==> config.mk <==
export PLATFORM = sky130hd
export DESIGN_NAME = seg_display_arbiter_flat
export DESIGN_NICKNAME = d
export VERILOG_FILES = /design/src/rtl/seg_display_arbiter_if.sv /design/src/rtl/seg_display_arbiter.sv /design/src/flat_wrapper.sv
export SDC_FILE = /design/constraint.sdc
export NUM_CORES = 1
export LEC_CHECK = 0
export CAP_MARGIN = 0
export CORE_MARGIN = 4
export CORE_UTILIZATION = 44
export DETAILED_ROUTE_END_ITERATION = 10
export GPL_ROUTABILITY_DRIVEN = 0
export PLACE_DENSITY = 0.83
export SLEW_MARGIN = 20
export SYNTH_ARGS = -nofsm -noshare
export SYNTH_HDL_FRONTEND = slang
export SYNTH_SLANG_ARGS = --single-unit
==> constraint.sdc <==
create_clock -name clk -period 3.6 [get_ports clk]
set_input_delay 0.72 -clock clk [delete_from_list [all_inputs] [get_ports clk]]
set_output_delay 0.72 -clock clk [all_outputs]
set_load 0.05 [all_outputs]
==> src/rtl/seg_display_arbiter_if.sv <==
// Display-sharing bus between the client controllers and the seven-segment arbiter.
interface seg_display_arbiter_if;
    logic [2:0]  req;
    logic [63:0] frame0;
    logic [63:0] frame1;
    logic [63:0] frame2;
    logic [2:0]  grant;
    logic [7:0]  seg_l;
    logic [7:0]  seg_r;
    logic [3:0]  an_l;
    logic [3:0]  an_r;

    modport master (
        output req, frame0, frame1, frame2,
        input  grant, seg_l, seg_r, an_l, an_r
    );

    modport slave (
        input  req, frame0, frame1, frame2,
        output grant, seg_l, seg_r, an_l, an_r
    );
endinterface

==> src/rtl/seg_display_arbiter.sv <==
// Fixed-priority display ownership with minimum hold time, plus digit scanning
// of the owner's frame onto both seven-segment banks with per-slot blanking.
module seg_display_arbiter #(
    parameter int unsigned REFRESH_DIV = 200000,
    parameter int unsigned BLANK_CYC   = 2000,
    parameter int unsigned HOLD_CYC    = 50000000
) (
    input  logic                  clk,
    input  logic                  reset,
    seg_display_arbiter_if.slave  bus
);
    localparam int unsigned PRESC_W = $clog2(REFRESH_DIV);
    localparam int unsigned HOLD_W  = $clog2(HOLD_CYC + 1);

    typedef enum logic [1:0] {IDLE, LOCKED, OPEN} state_t;

    state_t              state_q, state_d;
    logic [2:0]          grant_q, grant_d;
    logic [HOLD_W-1:0]   cnt_q, cnt_d;
    logic [PRESC_W-1:0]  presc_q, presc_d;
    logic [1:0]          idx_q, idx_d;
    logic [7:0]          seg_l_q, seg_l_d;
    logic [7:0]          seg_r_q, seg_r_d;
    logic [3:0]          an_q, an_d;

    logic [2:0]          hi_req;
    logic                owner_req;
    logic                higher_req;
    logic                wrap;
    logic [63:0]         frame_sel;
    logic [31:0]         left_half;
    logic [31:0]         right_half;

    // Highest-priority requester and owner/preemption qualifiers.
    always_comb begin
        hi_req = 3'b000;
        if (bus.req[2])      hi_req = 3'b100;
        else if (bus.req[1]) hi_req = 3'b010;
        else if (bus.req[0]) hi_req = 3'b001;
        owner_req  = |(bus.req & grant_q);
        higher_req = |(bus.req & {grant_q[1] | grant_q[0], grant_q[0], 1'b0});
    end

    // Ownership FSM: next state, next grant and hold counter.
    always_comb begin
        state_d = state_q;
        grant_d = grant_q;
        cnt_d   = cnt_q;
        unique case (state_q)
            IDLE: begin
                if (|bus.req) begin
                    state_d = LOCKED;
                    grant_d = hi_req;
                    cnt_d   = '0;
                end
            end
            LOCKED: begin
                cnt_d = cnt_q + HOLD_W'(1);
                if (!owner_req) begin
                    state_d = (|bus.req) ? LOCKED : IDLE;
                    grant_d = hi_req;
                    cnt_d   = '0;
                end else if (cnt_q == HOLD_W'(HOLD_CYC - 1)) begin
                    state_d = OPEN;
                end
            end
            OPEN: begin
                if (!owner_req || higher_req) begin
                    state_d = (|bus.req) ? LOCKED : IDLE;
                    grant_d = hi_req;
                    cnt_d   = '0;
                end
            end
            default: begin
                state_d = IDLE;
                grant_d = 3'b000;
                cnt_d   = '0;
            end
        endcase
    end

    // Scan timing and segment/anode outputs; any owner change restarts at a blank digit 0.
    always_comb begin
        presc_d   = presc_q + PRESC_W'(1);
        idx_d     = idx_q;
        wrap      = (presc_q == PRESC_W'(REFRESH_DIV - 1));
        seg_l_d   = seg_l_q;
        seg_r_d   = seg_r_q;
        frame_sel = '0;
        if (grant_d[2])      frame_sel = bus.frame2;
        else if (grant_d[1]) frame_sel = bus.frame1;
        else if (grant_d[0]) frame_sel = bus.frame0;
        left_half  = frame_sel[31:0];
        right_half = frame_sel[63:32];

        if (grant_d != grant_q) begin
            presc_d = '0;
            idx_d   = 2'd0;
        end else if (wrap) begin
            presc_d = '0;
            idx_d   = idx_q + 2'd1;
        end

        if ((grant_d != grant_q) || wrap) begin
            seg_l_d = left_half[{idx_d, 3'b000} +: 8];
            seg_r_d = right_half[{idx_d, 3'b000} +: 8];
        end

        an_d = 4'b0000;
        if ((grant_d != 3'b000) && (presc_d >= PRESC_W'(BLANK_CYC)))
            an_d = 4'b0001 << idx_d;
    end

    // State and output registers.
    always_ff @(posedge clk or posedge reset) begin
        if (reset) begin
            state_q <= IDLE;
            grant_q <= 3'b000;
            cnt_q   <= '0;
            presc_q <= '0;
            idx_q   <= 2'd0;
            seg_l_q <= 8'h00;
            seg_r_q <= 8'h00;
            an_q    <= 4'b0000;
        end else begin
            state_q <= state_d;
            grant_q <= grant_d;
            cnt_q   <= cnt_d;
            presc_q <= presc_d;
            idx_q   <= idx_d;
            seg_l_q <= seg_l_d;
            seg_r_q <= seg_r_d;
            an_q    <= an_d;
        end
    end

    assign bus.grant = grant_q;
    assign bus.seg_l = seg_l_q;
    assign bus.seg_r = seg_r_q;
    assign bus.an_l  = an_q;
    assign bus.an_r  = an_q;
endmodule

==> src/flat_wrapper.sv <==
// flat-port wrapper written by rule: the top's interface ports become plain ports
module seg_display_arbiter_flat 
#(
    parameter int unsigned REFRESH_DIV = 200000,
    parameter int unsigned BLANK_CYC   = 2000,
    parameter int unsigned HOLD_CYC    = 50000000
)
  (clk, reset, bus_req, bus_frame0, bus_frame1, bus_frame2, bus_grant, bus_seg_l, bus_seg_r, bus_an_l, bus_an_r);
  seg_display_arbiter_if bus_i ();
  input  logic clk;
  input  logic reset;
  input wire logic [$bits(bus_i.req)-1:0] bus_req;
  input wire logic [$bits(bus_i.frame0)-1:0] bus_frame0;
  input wire logic [$bits(bus_i.frame1)-1:0] bus_frame1;
  input wire logic [$bits(bus_i.frame2)-1:0] bus_frame2;
  output wire logic [$bits(bus_i.grant)-1:0] bus_grant;
  output wire logic [$bits(bus_i.seg_l)-1:0] bus_seg_l;
  output wire logic [$bits(bus_i.seg_r)-1:0] bus_seg_r;
  output wire logic [$bits(bus_i.an_l)-1:0] bus_an_l;
  output wire logic [$bits(bus_i.an_r)-1:0] bus_an_r;
  assign bus_i.req = bus_req;
  assign bus_i.frame0 = bus_frame0;
  assign bus_i.frame1 = bus_frame1;
  assign bus_i.frame2 = bus_frame2;
  assign bus_grant = bus_i.grant;
  assign bus_seg_l = bus_i.seg_l;
  assign bus_seg_r = bus_i.seg_r;
  assign bus_an_l = bus_i.an_l;
  assign bus_an_r = bus_i.an_r;
  seg_display_arbiter #(.REFRESH_DIV(REFRESH_DIV), .BLANK_CYC(BLANK_CYC), .HOLD_CYC(HOLD_CYC)) u_core (.clk(clk), .reset(reset), .bus(bus_i));
endmodule
==> results of run 1 <==
power groups by stage:
| stage | Combinational [µW] | Clock (µW) | Sequential (µW) |
|---|---|---|---|
| 6_report | 2650 | 844 | 1100 |
| 5_1_grt | 2820 | 885 | 1120 |
| 4_1_cts | 2610 | 850 | 1090 |
| 3_5_place_dp | 2600 | 0 | 1100 |
| 3_3_place_gp | 2540 | 0 | 1100 |
| 2_1_floorplan | 1290 | 0 | 1400 |
per-stage QoR:
stage / setup TNS [ns] / instance area, µm² / total power (µW)
floorplan: 0 / 5335 / 2697
global placement: -0.1770 / 7891 / 3638
detailed placement: -0.4676 / 7891 / 3702
CTS: 0 / 8174 / 4554
global route: 0 / 8190 / 4825
finish: 0 / 8190 / 4596
cells in the mapped netlist, types with 3 or more instances:
library cell / instances
a211o_1: 3
a21oi_1: 18
a221o_1: 10
a221oi_1: 36
a221oi_2: 6
a22oi_1: 18
a31oi_1: 24
and2_1: 7
and3_1: 13
and4_1: 4
buf_1: 4
buf_2: 24
buf_4: 9
clkbuf_1: 23
dfrtp_1: 71
inv_1: 12
mux2_2: 3
mux2i_1: 5
nand2_1: 25
nand3_1: 24
nand4_1: 4
nor2_1: 110
nor2b_1: 4
nor3_1: 45
nor4_1: 10
nor4b_1: 3
nor4bb_1: 3
o2111ai_1: 3
o211a_1: 3
o211ai_1: 8
o21ai_0: 15
o21ai_1: 7
o22a_1: 4
o31ai_1: 6
o32a_1: 3
or3_1: 5
xnor2_1: 20
xor2_1: 17
how the worst max path moves through the flow:
| stage | from | to | slack (ns) | cells after the start |
|---|---|---|---|---|
| after floorplan | bus_req[2] | u_core.bus.seg_l[7] | 0.61 | 9 |
| after global placement | bus_req[0] | u_core.bus.seg_r[4] | -0.12 | 12 |
| after detailed placement | bus_req[1] | u_core.bus.seg_r[4] | -0.19 | 10 |
| after CTS | bus_req[1] | u_core.bus.seg_r[4] | 0.14 | 10 |
| after global routing | bus_req[1] | u_core.bus.seg_r[5] | 0.05 | 10 |
| final | bus_req[1] | u_core.bus.seg_r[1] | 0.26 | 10 |
critical path: stages:
cell	delay (ns)
clkdlybuf4s50_1	0.60
nor4bb_1	0.47
o31a_1	0.25
nor2_2	0.07
a311oi_4	0.41
nand3_1	0.20
buf_12	0.22
nor3_1	0.36
nor2_1	0.10
a31oi_1	0.17
final cells by class:
cell class,count,area share (%)
multi-input combinational,503,39.31
timing repair buffer,267,32.81
clock inverter,6,0.5347
clock buffer,10,2.918
tap,143,2.185
inverter,12,0.5500
sequential,71,21.69
state kept, by name, indices dropped and copies added, names as in the netlist:
register          cells
u_core.bus.grant      3
u_core.bus.seg_l      8
u_core.bus.an_l       4
u_core.presc_q       18
u_core.bus.seg_r      8
u_core.state_q        2
u_core.cnt_q         26
u_core.idx_q          2
routing by layer:
metal	vias to the layer above	track usage, %	wire [µm]
met5	-	0	13
met4	2	10.99	769
met3	81	6.679	2145
met2	444	48.66	10260
met1	2987	38.64	8397
li1	2878	-	-
cell families after synthesis:
group                    after synthesis  synth area share, %
buffers and inverters                 74                6.684
flip-flops                            71                33.30
AND/OR/NAND/NOR                      273                25.07
adder cells (fa/ha/maj)                2               0.4690
XOR/XNOR                              37                6.074
multiplexers                           8                1.571
AO/OA/AOI/OAI                        183                26.83
==> reports/metrics.yaml, run 1 <==
internal_power_uw: 2527
rsz0062_at_grt: "no"
first_iter_violations: 847
p_sw_share_pct: 45.02
p_seq_share_pct: 24.0
reg2reg_depth: 9
timing.final.crit_period_ns: 3.338
relSlewSlack_pct: 47.39
critPathMaxFanout: 22
r2r_setup_slack_ns: 0.49
syn_to_final_growth_pct: 53.52
cts_resized: 0
setup_viol: 0
synth-seq-cells: 71
wl_per_cell_um: 21.33
min_from: "u_core.presc_q[0]"
syn_area_um2: 5335
die_area_um2: 13950
die_y_um: 118.1
multi_input_area_um2: 3219
yosys.area.top_type_share_pct: 33.30
period_share_pct: 92.73
status: "completed"
grt_max_degree: 60
num_vias: 6392
netlist.top_cell.by_area: "dfrtp_1"
drc: 0
first_pass_iters: 6
place_inst: 996
min_to: "u_core.presc_q[0]"
required_ns: 3.85
reg2reg_from: "u_core.bus.grant[0]"
criticalPathCategory: "in -> reg"
synth_edf_count: 0
skew_ns: 0.007363
antenna_left: 0
root_buffer: "clkbuf_16"
grt_use_total_pct: 29.77
cp-start-kind: "input pin"
mostFrequentLayoutCells: "clkdlybuf4s50_1 (223), nor2_1 (110), dfrtp_1 (71), nor3_1 (44), a221oi_1 (36)"
endpoint_kind: "flop"
final_common_cell: "clkdlybuf4s50_1"
switching_power_uw: 2069
avgViaCountPerCell: 6.316
dp_slack_ns: -0.1883
drv_slew: 0
hold_viol_final: 0
whs_path_depth: 1
seq_area_um2: 1777
worstPathArrival_ns: 3.59
grt_overflow: 0
ys_async_sr_fraction_pct: 100.0
port-buffer-count: 223
grt_antenna_before_repair: 1
tritoncts: "built"
insertion_delay_ns: 0.33
rows: 39
cts_made_buffers: 9
yosysUniqueCellTypes: 68
grt_first_pass_wirelength_mm: 33.73
p_leak_uw: 0.003177
htreeDepth: 3
clock_path_buffers: 2
syn_nets: 847
hold_class: "reg -> reg"
yosys_warnings: 0
seq_area_frac_synth_pct: 33.30
die_x_um: 118.1
antenna_cells: 0
tightest_slew_ns: 0.7820
cts_setup_buffers: 0
design.core.area_um2: 11660
powerDensity_nw_per_um2: 561.2
fmaxAchievable_ghz: 0.2996
avgSynthCellArea_um2: 8.233
yosys-top-cells-area: "dfrtp_1 (33%), nor2_1 (7.7%), a221oi_1 (5.9%)"
clockPowerShare_pct: 18.4
setup_ws_ns: 0.2618
pwr-share-comb_pct: 57.7
place_hpwl_mm: 16.51
ir_drop_mv: 0.4252
syn-instance-count: 648
initial_core_util_pct: 45.75
fin_cells: 1012
grt_pass1_vias: 6325
synthFlopType: "dfrtp_1"
clkSlewWorstSetupHoldPaths_ns: 0.06
routed_wl_mm: 21.58
nets: 1063
nFillCells: 865
reg2reg_to: "u_core.cnt_q[25]"
drive_gt1_share_pct: 9.666
numClockSinks: 71
io_pins: 224
max-cap-violations: 0
holdWs_ns: 0.5131
cts_hold_buf: 0
final_util_pct: 70.23
(Power assumes the default switching activity.)
==> run 2: changes to the inputs <==
--- a/config.mk
+++ b/config.mk
@@ -5,12 +5,14 @@
 export SDC_FILE = /design/constraint.sdc
 export NUM_CORES = 1
 export LEC_CHECK = 0
+export ABC_AREA = 1
 export CAP_MARGIN = 0
 export CORE_MARGIN = 4
-export CORE_UTILIZATION = 44
+export CORE_UTILIZATION = 46
 export DETAILED_ROUTE_END_ITERATION = 10
 export GPL_ROUTABILITY_DRIVEN = 0
 export PLACE_DENSITY = 0.83
+export REMOVE_ABC_BUFFERS = 1
 export SLEW_MARGIN = 20
 export SYNTH_ARGS = -nofsm -noshare
 export SYNTH_HDL_FRONTEND = slang
==> reports/metrics.yaml, run 2 <==
yosys_warnings: 0
grt_first_pass_wirelength_mm: 36.00
total_power_uw: 5451
syn_to_final_growth_pct: 42.28
top_regs: "u_core.cnt_q (26), u_core.presc_q (18)"
nets: 1502
die_y_um: 125.1
relSlewSlack_pct: 41.39
netlist_top_cells_count: "nand2_1 (517), inv_1 (113), nand3_1 (108), nor2_1 (74), dfrtp_1 (71)"
root_buffer: "clkbuf_16"
grt_pass1_vias: 7341
drc: 0
max_stage_delay_ns: 0.46
htreeDepth: 3
die_x_um: 125.1
clkSlewWorstSetupHoldPaths_ns: 0.06
cts_resized: 0
rsz0062_at_grt: "no"
yosys.area.top_type_share_pct: 30.76
synth_edf_count: 0
synth-seq-cells: 71
grt_use_met3_pct: 7.207
stdcell_area_um2: 8976
avgViaCountPerCell: 5.083
die_area_um2: 15650
crit_path_top_delay_cell: "clkdlybuf4s50_1"
path_common_cell: "nand2_1"
clock_path_buffers: 2
syn_area_um2: 6309
fmaxAchievable_ghz: 0.3253
syn-instance-count: 1105
met1_usage_pct: 32.28
top_register: "u_core.cnt_q"
cts_setup_buffers: 0
tritoncts: "built"
hold_viol_final: 0
holdWs_ns: 0.4774
antenna_left: 0
setup_viol: 0
endpoint_kind: "flop"
placed_cell_area_um2: 8665
powerDensity_nw_per_um2: 607.2
yosys-top-cells-area: "nand2_1 (31%), dfrtp_1 (28%), nand3_1 (8.6%)"
first_iter_violations: 646
cts_made_buffers: 9
p_leak_uw: 0.004568
timing.final.crit_period_ns: 3.074
drive_gt1_share_pct: 4.511
worstPathArrival_ns: 3.29
synth.most_common_cell: "nand2_1"
final_util_pct: 67.25
hold_class: "reg -> reg"
mostFrequentLayoutCells: "nand2_1 (516), clkdlybuf4s50_1 (223), inv_1 (111), nand3_1 (107), nor2_1 (74)"
max-cap-violations: 0
port-buffer-count: 223
yosysUniqueCellTypes: 36
criticalPathCategory: "in -> reg"
cts_hold_buf: 0
seq_area_frac_synth_pct: 28.16
status: "completed"
cp-start-kind: "input pin"
ir_drop_mv: 0.3742
ys_async_sr_fraction_pct: 100.0
grt_antenna_before_repair: 6
path_cells: "clkdlybuf4s50_1 -> nand2_1 -> nand3_2 -> nand2_1 -> nand2_1 -> nand2_1 -> nand3_2 -> nand2_1 -> nand2_1 -> nor2_4 -> nand3_4 -> nand2_1 -> nand2_1 -> nand2_1 -> nand2_1 -> nand2_1 -> nand2_1"
insertion_delay_ns: 0.33
wl_per_cell_um: 14.85
place_hpwl_mm: 17.07
grt_use_total_pct: 27.76
routed_wl_mm: 22.12
initial_core_util_pct: 47.26
final_common_cell: "nand2_1"
grt_overflow: 0
period_share_pct: 85.39
tightest_slew_ns: 0.8792
netlist.top_cell.by_area: "nand2_1"
critPathMaxFanout: 35
synthFlopType: "dfrtp_1"
num_vias: 7573
skew_ns: 0.006090
drv_slew: 0
required_ns: 3.82
largest_register_ffs: 26
design.core.area_um2: 13350
gr-max-usage-layer: "met2"
numClockSinks: 71
grt_util_met2_pct: 48.69
io_pins: 224
rows: 42
first_pass_iters: 5
grt_max_degree: 72
avgSynthCellArea_um2: 5.709
[run 2: cells by family after synthesis]
| family | count (synthesis) | synth area share [%] |
|---|---|---|
| compound gates | 85 | 7.438 |
| xor+xnor | 20 | 2.777 |
| fa+ha+maj | 2 | 0.3966 |
| buf+inv | 178 | 11.72 |
| flops | 71 | 28.16 |
| simple gates | 749 | 49.50 |
[run 2: path summary, 6_finish.rpt]
kind	startpoint	to	slack [ns]	cells after the start
max reg2reg	u_core.presc_q[0]	u_core.bus.an_l[0]	0.85	12
min in group asynchronous	reset	u_core.cnt_q[20]	0.98	3
max in group asynchronous	reset	u_core.bus.seg_l[2]	2.06	3
min	u_core.bus.seg_l[6]	u_core.bus.seg_l[6]	0.48	2
max	bus_req[1]	u_core.bus.seg_l[6]	0.53	17
min reg2reg	u_core.bus.seg_l[6]	u_core.bus.seg_l[6]	0.48	2
[run 2: metrics by stage]
stage | setup WS, ns | cells | TNS (ns)
finish | 0.5261 | 1490 | 0
global route | 0.2375 | 1490 | 0
CTS | 0.5353 | 1484 | 0
detailed placement | 0.1835 | 1468 | 0
global placement | 0.2731 | 1468 | 0
floorplan | -0.7484 | 1049 | -19.20
[run 2: layer usage]
layer / part of all wire, % / wire length (µm)
met1: 39 / 8704
met2: 49 / 10950
met3: 7.7 / 1707
met4: 3.4 / 759
met5: 0 / 0
[run 2: critical path, delay by kind of cell]
family                 cells  cell delay [ns]
buffers and inverters      1             0.46
and+or+nand+nor           16             2.12
[run 2: cell type report]
class                      instances  area, µm²
multi-input combinational        856       3800
timing repair buffer             243       2407
clock inverter                     7      71.32
tap                              176      220.2
fill                            1208       4372
inverter                         122      460.4
clock buffer                       9      225.2
antenna                            6      15.01
sequential                        71       1777
[run 2: power by group]
part | switching, µW | internal (µW) | total [µW]
Sequential | 100 | 930 | 1030
Clock | 358 | 538 | 896
Combinational | 2350 | 1170 | 3520
